## src/rtl/core_io_pkg.sv

```systemverilog
// -----------------------------------------------------------------------------
// core_io_pkg
// Shared definitions for the core I/O responder slice.
//
// Contents:
//   DEPTH_DEF / DATA_W_DEF / DB_CYCLES_DEF  default buffer depth, word width and
//                                           debounce stable-cycle count
//   state_t                                 responder phase enumeration
//   isResultPhase()                         true in the phases that drive Done
//
// No ports (package).
// -----------------------------------------------------------------------------
package core_io_pkg;

   localparam int DEPTH_DEF     = 16;
   localparam int DATA_W_DEF    = 8;
   localparam int DB_CYCLES_DEF = 16;

   // Responder phases:
   //   ST_COLLECT  - operator keys in the input words one press at a time
   //   ST_PROCESS  - the core drains inputs and writes results
   //   ST_PRESENT  - operator steps through results on the LEDs
   //   ST_FINISHED - nothing left to show, parked until reset
   typedef enum logic [1:0] {
      ST_COLLECT  = 2'd0,
      ST_PROCESS  = 2'd1,
      ST_PRESENT  = 2'd2,
      ST_FINISHED = 2'd3
   } state_t;

   // Done is raised in both result phases, so the FSM uses this to decide the
   // registered Done value together with the next state.
   function automatic logic isResultPhase(input state_t s);
      return (s == ST_PRESENT) || (s == ST_FINISHED);
   endfunction

endpackage

```

## src/rtl/io_fifo.sv

```systemverilog
// -----------------------------------------------------------------------------
// io_fifo
// Synchronous FIFO with occupancy count, full/empty flags and a registered
// read port. A combinational view of the head entry is also exported so the
// responder can show the next result on the LEDs without popping it.
//
// Parameters:
//   DEPTH   entries (power of two, at least 2)
//   DATA_W  word width
//
// Ports:
//   i_clk        clock, rising edge
//   i_rst        asynchronous active-high reset (pointers/count/valid only)
//   i_push       write request; ignored while full
//   i_pushData   word to write
//   i_pop        read request; ignored while empty
//   o_popData    popped word, valid the cycle after an accepted pop
//   o_popValid   high for one cycle after each accepted pop
//   o_head       current head entry (meaningful only when not empty)
//   o_count      occupancy, 0..DEPTH
//   o_full       count == DEPTH
//   o_empty      count == 0
// -----------------------------------------------------------------------------
module io_fifo #(
   parameter int DEPTH  = 16,
   parameter int DATA_W = 8
) (
   input  logic                     i_clk,
   input  logic                     i_rst,
   input  logic                     i_push,
   input  logic [DATA_W-1:0]        i_pushData,
   input  logic                     i_pop,
   output logic [DATA_W-1:0]        o_popData,
   output logic                     o_popValid,
   output logic [DATA_W-1:0]        o_head,
   output logic [$clog2(DEPTH):0]   o_count,
   output logic                     o_full,
   output logic                     o_empty
);

   localparam int AW = $clog2(DEPTH);
   localparam int CW = AW + 1;

   logic [DATA_W-1:0] r_mem [DEPTH];
   logic [AW-1:0]     r_wrPtr;
   logic [AW-1:0]     r_rdPtr;
   logic [CW-1:0]     r_count;
   logic [DATA_W-1:0] r_popData;
   logic              r_popValid;
   logic              w_doPush;
   logic              w_doPop;

   // Requests are qualified against the current flags so an overflowing write
   // or an underflowing read leaves every piece of state untouched.
   assign o_full   = (r_count == CW'(DEPTH));
   assign o_empty  = (r_count == '0);
   assign w_doPush = i_push & ~o_full;
   assign w_doPop  = i_pop & ~o_empty;

   // Storage carries no reset: stale words are unreachable once the pointers
   // and count are cleared, so only the bookkeeping needs resetting.
   always_ff @(posedge i_clk) begin
      if (w_doPush) begin
         r_mem[r_wrPtr] <= i_pushData;
      end
   end

   // Pointer arithmetic relies on natural wrap of the AW-bit pointers. The
   // count only moves when exactly one of push/pop takes effect, so a
   // simultaneous push and pop keeps it steady while both pointers advance.
   always_ff @(posedge i_clk or posedge i_rst) begin
      if (i_rst) begin
         r_wrPtr    <= '0;
         r_rdPtr    <= '0;
         r_count    <= '0;
         r_popData  <= '0;
         r_popValid <= 1'b0;
      end else begin
         r_popValid <= w_doPop;
         if (w_doPush) begin
            r_wrPtr <= r_wrPtr + AW'(1);
         end
         if (w_doPop) begin
            r_rdPtr   <= r_rdPtr + AW'(1);
            r_popData <= r_mem[r_rdPtr];
         end
         case ({w_doPush, w_doPop})
            2'b10:   r_count <= r_count + CW'(1);
            2'b01:   r_count <= r_count - CW'(1);
            default: r_count <= r_count;
         endcase
      end
   end

   assign o_popData  = r_popData;
   assign o_popValid = r_popValid;
   assign o_head     = r_mem[r_rdPtr];
   assign o_count    = r_count;

endmodule

```

## src/rtl/core_io_responder.sv

```systemverilog
// -----------------------------------------------------------------------------
// core_io_responder
// Board-side I/O shell for a compute core. The operator keys DEPTH nibbles in
// on the switches (one per pushbutton press), the core reads them and writes
// its results, and after core_finish the operator steps through the results
// on the LEDs one press at a time.
//
// Optional build macro:
//   IO_DEBOUNCE_EN  when defined, the synchronized pushbutton must hold the
//                   same level for DB_CYCLES samples before the edge detector
//                   sees it. Undefined (default): edge detection works on the
//                   synchronized pushbutton directly.
//
// Parameters:
//   DEPTH      entries per buffer (power of two)
//   DATA_W     buffer word width
//   DB_CYCLES  debounce stable-cycle count (IO_DEBOUNCE_EN builds only)
//
// Ports:
//   Clock_pin    sole clock, rising edge
//   Reset_pin    asynchronous active-high reset
//   SW_pin       [4:1] data nibble, [0] pushbutton (asynchronous)
//   Display_pin  LED value
//   Done         result-presentation phase active
//   in_rd_req    core pops one input word
//   in_rd_data   popped input word
//   in_rd_valid  in_rd_data valid this cycle
//   in_empty     input buffer empty
//   out_wr_req   core pushes one result word
//   out_wr_data  result word
//   out_full     result buffer full
//   core_finish  core signals computation complete
// -----------------------------------------------------------------------------
module core_io_responder
   import core_io_pkg::*;
#(
   parameter int DEPTH     = DEPTH_DEF,
   parameter int DATA_W    = DATA_W_DEF,
   parameter int DB_CYCLES = DB_CYCLES_DEF
) (
   input  logic              Clock_pin,
   input  logic              Reset_pin,
   input  logic [4:0]        SW_pin,
   output logic [7:0]        Display_pin,
   output logic              Done,
   input  logic              in_rd_req,
   output logic [DATA_W-1:0] in_rd_data,
   output logic              in_rd_valid,
   output logic              in_empty,
   input  logic              out_wr_req,
   input  logic [DATA_W-1:0] out_wr_data,
   output logic              out_full,
   input  logic              core_finish
);

   localparam int CW = $clog2(DEPTH) + 1;

   logic [4:0]        r_swSync1;
   logic [4:0]        r_swSync2;
   logic              w_btnLevel;
   logic              r_btnPrev;
   logic              w_press;

   state_t            r_state;
   logic              r_done;

   logic              w_inPush;
   logic              w_inPop;
   logic [DATA_W-1:0] w_inPushWord;
   logic [DATA_W-1:0] w_inHead;
   logic [CW-1:0]     w_inCount;
   logic              w_inFull;
   logic              w_inEmpty;

   logic              w_outPush;
   logic              w_outPop;
   logic              w_outLastPop;
   logic [DATA_W-1:0] w_outHead;
   logic [DATA_W-1:0] w_outPopData;
   logic              w_outPopValid;
   logic [CW-1:0]     w_outCount;
   logic              w_outFull;
   logic              w_outEmpty;

   // Two-flop synchronizer for the whole switch bank. The nibble and the
   // button travel together so the nibble pushed on a press is the one that
   // was on the switches when the button went down.
   always_ff @(posedge Clock_pin or posedge Reset_pin) begin
      if (Reset_pin) begin
         r_swSync1 <= '0;
         r_swSync2 <= '0;
      end else begin
         r_swSync1 <= SW_pin;
         r_swSync2 <= r_swSync1;
      end
   end

`ifdef IO_DEBOUNCE_EN
   localparam int DBW = $clog2(DB_CYCLES + 1);

   logic           r_dbCand;
   logic           r_dbStable;
   logic [DBW-1:0] r_dbCnt;

   // Debounce: track how many consecutive samples have matched the current
   // candidate level; the stable level only follows once that run reaches
   // DB_CYCLES. Any differing sample restarts the run at one.
   always_ff @(posedge Clock_pin or posedge Reset_pin) begin
      if (Reset_pin) begin
         r_dbCand   <= 1'b0;
         r_dbStable <= 1'b0;
         r_dbCnt    <= '0;
      end else if (r_swSync2[0] != r_dbCand) begin
         r_dbCand <= r_swSync2[0];
         r_dbCnt  <= DBW'(1);
      end else begin
         if (r_dbCnt < DBW'(DB_CYCLES)) begin
            r_dbCnt <= r_dbCnt + DBW'(1);
         end
         if (r_dbCnt >= DBW'(DB_CYCLES - 1)) begin
            r_dbStable <= r_dbCand;
         end
      end
   end

   assign w_btnLevel = r_dbStable;
`else
   logic w_unusedDbCycles;

   assign w_btnLevel       = r_swSync2[0];
   assign w_unusedDbCycles = (DB_CYCLES < 1);
`endif

   // Rising-edge detector: one-cycle press pulse per button push.
   always_ff @(posedge Clock_pin or posedge Reset_pin) begin
      if (Reset_pin) begin
         r_btnPrev <= 1'b0;
      end else begin
         r_btnPrev <= w_btnLevel;
      end
   end

   assign w_press      = w_btnLevel & ~r_btnPrev;
   assign w_inPushWord = DATA_W'(r_swSync2[4:1]);

   // Buffer request qualification. Presses feed the input buffer only while
   // collecting and drain the result buffer only while presenting; the core
   // side is accepted in every phase.
   assign w_inPush  = w_press & (r_state == ST_COLLECT) & ~w_inFull;
   assign w_inPop   = in_rd_req & ~w_inEmpty;
   assign w_outPush = out_wr_req & ~w_outFull;
   assign w_outPop  = w_press & (r_state == ST_PRESENT) & ~w_outEmpty;

   // The presentation ends on the pop that actually leaves the result buffer
   // empty; a core write landing in the same cycle keeps one entry alive.
   assign w_outLastPop = w_outPop & ~w_outPush & (w_outCount == CW'(1));

   io_fifo #(
      .DEPTH  (DEPTH),
      .DATA_W (DATA_W)
   ) u_inFifo (
      .i_clk      (Clock_pin),
      .i_rst      (Reset_pin),
      .i_push     (w_inPush),
      .i_pushData (w_inPushWord),
      .i_pop      (w_inPop),
      .o_popData  (in_rd_data),
      .o_popValid (in_rd_valid),
      .o_head     (w_inHead),
      .o_count    (w_inCount),
      .o_full     (w_inFull),
      .o_empty    (w_inEmpty)
   );

   io_fifo #(
      .DEPTH  (DEPTH),
      .DATA_W (DATA_W)
   ) u_outFifo (
      .i_clk      (Clock_pin),
      .i_rst      (Reset_pin),
      .i_push     (w_outPush),
      .i_pushData (out_wr_data),
      .i_pop      (w_outPop),
      .o_popData  (w_outPopData),
      .o_popValid (w_outPopValid),
      .o_head     (w_outHead),
      .o_count    (w_outCount),
      .o_full     (w_outFull),
      .o_empty    (w_outEmpty)
   );

   // Phase sequencer. Done is registered alongside the state so it changes on
   // exactly the same edge as the phase it reflects.
   always_ff @(posedge Clock_pin or posedge Reset_pin) begin
      if (Reset_pin) begin
         r_state <= ST_COLLECT;
         r_done  <= 1'b0;
      end else begin
         case (r_state)
            ST_COLLECT: begin
               if (w_inCount == CW'(DEPTH)) begin
                  r_state <= ST_PROCESS;
                  r_done  <= isResultPhase(ST_PROCESS);
               end
            end
            ST_PROCESS: begin
               if (core_finish) begin
                  r_state <= (w_outCount != '0) ? ST_PRESENT : ST_FINISHED;
                  r_done  <= 1'b1;
               end
            end
            ST_PRESENT: begin
               if (w_outLastPop) begin
                  r_state <= ST_FINISHED;
                  r_done  <= 1'b1;
               end
            end
            ST_FINISHED: begin
               r_state <= ST_FINISHED;
               r_done  <= 1'b1;
            end
            default: begin
               r_state <= ST_COLLECT;
               r_done  <= 1'b0;
            end
         endcase
      end
   end

   // LED source per phase: input fill level while collecting, result fill
   // level while processing, the head result while presenting, dark after.
   always_comb begin
      Display_pin = 8'h00;
      case (r_state)
         ST_COLLECT:  Display_pin = 8'(w_inCount);
         ST_PROCESS:  Display_pin = 8'(w_outCount);
         ST_PRESENT:  Display_pin = 8'(w_outHead);
         ST_FINISHED: Display_pin = 8'h00;
         default:     Display_pin = 8'h00;
      endcase
   end

   // The input head and the registered result read port have no consumer in
   // this shell; they are tied off here so the sharing of io_fifo stays clean.
   logic w_unusedFifoPorts;

   assign w_unusedFifoPorts = (^w_inHead) ^ (^w_outPopData) ^ w_outPopValid;

   assign Done     = r_done;
   assign in_empty = w_inEmpty;
   assign out_full = w_outFull;

endmodule

```

## config.mk

```make
export PLATFORM = sky130hd
export DESIGN_NAME = core_io_responder
export DESIGN_NICKNAME = d
export VERILOG_FILES = /design/src/rtl/core_io_pkg.sv /design/src/rtl/io_fifo.sv /design/src/rtl/core_io_responder.sv
export SDC_FILE = /design/constraint.sdc
export NUM_CORES = 1
export LEC_CHECK = 0
export CORE_MARGIN = 1.5
export CORE_UTILIZATION = 55
export DETAILED_ROUTE_END_ITERATION = 16
export PLACE_DENSITY = 0.72
export SLEW_MARGIN = 10
export SYNTH_ARGS = -nofsm -noshare
export SYNTH_HDL_FRONTEND = slang
export SYNTH_SLANG_ARGS = --single-unit
export TNS_END_PERCENT = 30
```

## constraint.sdc

```tcl
create_clock -name Clock_pin -period 3.2 [get_ports Clock_pin]
set_clock_uncertainty 0.2 [all_clocks]
set_input_delay 0.64 -clock Clock_pin [delete_from_list [all_inputs] [get_ports Clock_pin]]
set_output_delay 0.64 -clock Clock_pin [all_outputs]
set_load 0.005 [all_outputs]
```

* After elaboration in Yosys (flattened, before gate mapping) *
Memory sizes are Yosys's and may differ from the RTL's. A register that Yosys moved wholly into a read port is not among the register bits.
Cells that the tools add are included.

word-level totals
  memory bits (writable) = 192
  word-level logic and storage cells = 78
  bits of input ports = 18
  output and inout port bits = 20
  memories = 2
  register bits after elaboration = 49

cells by class
  bitwise logic cells = 19
  muxes and demuxes = 16
  eq/ne operators = 13
  reductions and logical operators = 7
  $add $sub $neg = 8

memory list
  name             depth  bits a word  read ports  clocked after Yosys merged registers in  write ports  RTL line       text
  u_outFifo.r_mem  16     8            1           0                                        1            io_fifo.sv:44  logic [DATA_W-1:0] r_mem [DEPTH];
  u_inFifo.r_mem   16     4            1           1                                        1            io_fifo.sv:44

operators by type and width
  kind                 count
  $pmux 8 s4           1
  $pmux 5 s2           2
  $add 4x1->4 const B  4
  $and 1x1->1          13
  $add 5x1->5 const B  2
  $eq 5x5->1 const B   2
  $logic_not 5->1      2
  $sub 5x1->5 const B  2
  $eq 2x2->1 const B   4
  $mux 1               8
  $pmux 2 s4           1
  $eq 2x1->1 const B   3
  $mux 2               3
  $not 1->1            6
  $eq 5x1->1 const B   1
  $reduce_bool 5->1    1
  $ne 2x2->1 const B   2
  $pmux 1 s4           1
  $reduce_bool 2->1    2
  $reduce_and 3->1     1
  $logic_not 2->1      1
  $ne 2x1->1 const B   1

* Depth between registers and ports, before layout *
  depth in word-level cells = 8
  mapped depth = 12

* Cells and area by module *
Synthesis repeated with hierarchy kept, for this count alone.

unflattened totals
  cells, all modules = 722
  area, all modules = 12843.6 µm²

modules (own cells, without submodules)
  module             cells an instance  times used  area each (µm²)
  io_fifo            332                2           6078.3
  core_io_responder  58                 1           686.9

* Worst setup path after synthesis *
OpenSTA, ideal clock, no wires.

  path kind = register -> register
  from = reg u_inFifo.r_count[1] (netlist: u_inFifo.o_count[1])
  to = reg u_inFifo.r_count[4] (netlist: u_inFifo.o_count[4])
  cell stages (with the launch flop) = 13
  arrival time = 2.630 ns
  setup slack = 0.290 ns
  path buffers = 2
  data required time = 2.920 ns
  path through = dfrtp_1 > buf_6 > or4_4 > o211a_1 > inv_1 > ha_1 > clkbuf_1 > xor2_1 > ha_1 > and3b_1 > o21ai_0 > a31oi_1 > xnor2_1

on the way
  cells in the longest elaborated chain, start to end = 6
  elaborated cells between the ends (all ways) = 14

RTL lines
  what                                                    RTL line                                            text
  from (decl)                                             io_fifo.sv:47                                       logic [CW-1:0] r_count;
  from (signal assigned)                                  io_fifo.sv:88                                       2'b10: r_count <= r_count + CW'(1);
  from (signal assigned)                                  io_fifo.sv:89                                       2'b01: r_count <= r_count - CW'(1);
  from (signal assigned)                                  io_fifo.sv:90                                       default: r_count <= r_count;
  $eq 5x5->1 / $logic_not 5->1 (equally long branches)    io_fifo.sv:55, io_fifo.sv:56
  $not 1->1, on equally long branches                     n/a
  $and 1x1->1, on equally long branches                   core_io_responder.sv:149, core_io_responder.sv:150
  $and 1x1->1, on equally long branches                   io_fifo.sv:57, io_fifo.sv:58
  $eq 2x1->1 / $eq 2x2->1 (equally long branches)         io_fifo.sv:87                                       case ({w_doPush, w_doPop})
  $pmux 5 s2 / $reduce_bool 2->1 (equally long branches)  n/a

Parallel ways exist; a longest one is shown, timed or not.
A chain may end at the register's enable or synchronous reset.

* Final worst setup path *
  from = reg u_outFifo.r_rdPtr[0]
  to = out Display_pin[6]

on the way
  cells in the longest elaborated chain, start to end = 2

RTL lines
  what                    RTL line                  text
  from (decl)             io_fifo.sv:46             logic [AW-1:0] r_rdPtr;
  from (signal assigned)  io_fifo.sv:84             r_rdPtr <= r_rdPtr + AW'(1);
  $mem_v2 16x8            n/a
  $pmux 8 s4              core_io_responder.sv:234  case (r_state)
  to (decl)               core_io_responder.sv:44   output logic [7:0] Display_pin,

Every way passes these cells.

==> flow_metrics.py <==
metrics = {
    "layout": {
        "multiInputGateArea_mm2": 0.00265,
        "area_growth_pct": 17.2,
        "fin_util": 0.660,
        "diodes": 0,
        "drive_gt1_frac": 0.228,
        "num-fill-cells": 1139,
        "final_common_cell": "edfxtp_1",
        "regArea_mm2": 0.00689,
        "final_nets": 651,
        "mostFrequentLayoutCells": "192 x edfxtp_1, 46 x mux4_2, 44 x dfrtp_1",
    },
    "clock_tree": {
        "cts.sinks": 237,
        "clkLatencyLatePin_ns": 0.50,
        "root_buffer": "clkbuf_16",
        "cts_buffers": 24,
        "h-tree-depth": 1,
        "cts_buffer_depth": 3,
        "cts.reportedPaths.clkPinSlew_ns": 0.06,
        "cts_tree": "yes",
    },
    "timing": {
        "tns_ns": 0,
        "finalHoldViolations": 0,
        "post-route-period-util": 0.994,
        "min_period_ns": 3.18,
        "tightest_slew_ns": 1.01,
        "final.setup.worst_slack_ns": 0.0193,
        "relSlewSlack": 0.319,
        "slew_viol_final": 0,
        "setup_viol": 0,
        "fmax_mhz": 314,
        "rsz0062_at_grt": "true",
    },
    "synth": {
        "ys_ff_latch": 237,
        "netlist_area_mm2": 0.00975,
        "synth_enable_flop_cells": 192,
        "synth_cell_types": 51,
        "syn_area_per_cell_um2": 18.0,
        "ys_seq_area_frac": 0.707,
        "ys.flop_type": "edfxtp_1",
        "postSynthCellCount": 542,
        "yosys_warnings": 0,
        "postSynth.asyncResetShare": 0.190,
    },
    "power_and_ir_drop": {
        "totalPowerFinal_mw": 9.86,
        "peakVddDrop_mv": 0.633,
        "power_density_mw_per_mm2": 863,
        "leakagePower_nw": 4.04,
    },
    "worst_setup_path": {
        "path_delay_family": "multiplexers",
        "r2r_end": "u_inFifo.o_count[4]",
        "worst-path-buf-inv": 3,
        "startpoint_type": "register",
        "crit_required_ns": 2.36,
        "cp.arrival_ns": 2.34,
        "cp_max_fo": 4,
        "end_kind": "output pin",
        "critPathSlowestCell": "mux4_2",
        "worstRegToRegCells": 10,
        "critPathKind": "register to output pin",
        "rrSetupSlack_ns": 0.31,
        "cp_slowest_stage_delay_ns": 0.52,
        "crit_path_cell_trace": "buf_12 > bufbuf_16 > mux4_2 > mux2i_1 > o22ai_1 > clkdlybuf4s15_1",
        "regToRegStartpoint": "u_inFifo.o_count[0]",
    },
    "floorplan": {
        "start_util": 0.564,
        "die_w_um": 136,
        "die_h_um": 136,
        "rows": 48,
        "core_area_mm2": 0.0173,
        "ios": 38,
        "dieArea_mm2": 0.0185,
    },
    "global_routing": {
        "grt_pass1_wl_mm": 28.8,
        "grt.busiest_layer": "met2",
        "use_met1": 0.266,
        "met2_usage": 0.366,
        "grt_start_max_net_pins": 31,
        "grt_pass1_vias": 5080,
        "antenna_found_initial": 0,
        "gr-total-overflow": 0,
        "grt_usage": 0.207,
        "use_met3": 0.0306,
    },
    "drt": {
        "drtIter0Drc": 428,
        "dr.pass1.iters": 4,
        "vias_per_cell": 5.81,
        "wl_mm": 18.2,
        "wl_per_cell_um": 21.2,
        "drtAntennaViolNets": 0,
        "drcViolationCount": 0,
        "via_count": 4977,
    },
    "min_path": {
        "min_path_cells": 0,
        "hold_path.startpoint": "r_swSync1[1]",
        "hold_class": "register to register",
        "min_to": "r_swSync2[1]",
    },
    "placement": {
        "place_hpwl_mm": 11.9,
        "io_buffers": 33,
        "routabilityCongestion": 0.772,
        "place_ws_ns": 0.229,
    },
    "status": {
        "status": "complete, no violations",
    },
    "flow_run": {
        "cap_viol_max_count": 0,
    },
}
[cell type report]
cell class / instances / area share
Sequential cell: 237 / 0.603
Multi-Input combinational cell: 262 / 0.232
Timing Repair Buffer: 78 / 0.0646
Clock buffer: 27 / 0.0554
Tap cell: 225 / 0.0246
Clock inverter: 15 / 0.0160
Inverter: 12 / 0.00394
[sequential cells by signal, summed over array words and instances, names as in the netlist]
| register | count |
|---|---|
| r_swSync2 | 5 |
| u_inFifo.o_count | 5 |
| u_outFifo.r_mem | 128 |
| u_inFifo.o_popData | 4 |
| u_inFifo.o_popValid | 1 |
| u_outFifo.o_count | 5 |
| u_outFifo.r_rdPtr | 4 |
| u_outFifo.r_wrPtr | 4 |
| u_inFifo.r_wrPtr | 4 |
| r_btnPrev | 1 |
| u_inFifo.r_mem | 64 |
| r_state | 2 |
| u_inFifo.r_rdPtr | 4 |
| Done | 1 |
| r_swSync1 | 5 |
[power by group]
group          internal, mW  switching (mW)  total (mW)
Combinational          1.58            1.32        2.90
Sequential             3.71           0.378        4.09
Clock                  1.74            1.13        2.87
[routing by layer]
metal	vias to the layer above	wire [µm]
met5	-	0
met4	0	433
met3	36	680
met2	115	9600
met1	2566	7440
li1	2260	-
[stage by stage]
stage               hold WS [ns]  instance area, µm²  std cells
finish                     0.148               11400        856
global route               0.167               11400        856
CTS                        0.150               11400        856
detailed placement         0.137               10500        803
global placement           0.138               10500        803
floorplan                  0.131                9760        545
[worst reg2reg max path: cells and delay by family (launching register included)]
kind,cells,cell delay (ns)
compound gates,3,0.44
xor+xnor,2,0.29
fa+ha+maj,2,0.47
buf+inv,1,0.15
flops,1,0.47
simple gates,2,0.75
[logic make-up after synthesis]
kind of cell	count (synthesis)	synth area share
AOI/OAI and AO/OA	50	0.0345
xor gates and xnor gates	23	0.0207
adders and majority gates	18	0.0231
buffers and inverters	46	0.0239
DFF	237	0.707
muxes	74	0.135
other	1	0.000385
and+or+nand+nor	93	0.0552
[repair_timing]
item	4_1_cts	5_1_grt
hold buffers	0	0
setup buffers	10	0
gates cloned	1	0
pin swaps	2	1
resized for setup	21	8
endpoints found under the setup margin	8	8
[synth_stat cells (2+ instances only)]
cell type  count  area, µm²
edfxtp_1     192       5770
mux4_2        46       1040
dfrtp_1       45       1130
mux2i_1       27        270
nand2_1       20       75.1
ha_1          18        225
nor2_1        18       67.6
xnor2_1       15        131
inv_1         12       45.0
clkbuf_1      11       41.3
o21ai_0       11       55.1
buf_4         10       75.1
o22ai_1        8       50.1
xor2_1         8       70.1
nor2b_1        7       43.8
a21o_1         6       45.0
buf_2          6       30.0
nand2b_1       6       37.5
nor4b_1        6       52.6
buf_1          5       18.8
nor3_1         5       25.0
o22a_1         5       43.8
a211oi_1       4       30.0
a21oi_1        4       20.0
and2_1         4       25.0
and4_1         4       35.0
nor3b_1        4       30.0
nand3_1        3       15.0
or2_2          3       18.8
a31oi_1        2       12.5
and3b_1        2       17.5
buf_6          2       22.5
nand3b_1       2       15.0
nand4_1        2       12.5
nand4b_1       2       17.5
o31ai_1        2       15.0
[worst max-delay path by stage]
stage,from,end,slack (ns),depth (start not counted)
after CTS,u_outFifo.r_rdPtr[0],Display_pin[4],-0.03,7
after detailed placement,u_outFifo.r_rdPtr[0],Display_pin[1],0.23,6
after floorplan,u_inFifo.o_count[1],u_inFifo.o_count[4],0.29,12
after global routing,u_outFifo.r_rdPtr[0],Display_pin[7],-0.06,8
after global placement,u_outFifo.r_rdPtr[0],Display_pin[1],0.22,6
final,u_outFifo.r_rdPtr[0],Display_pin[6],0.02,6
Power figures use the tool's default switching activity.
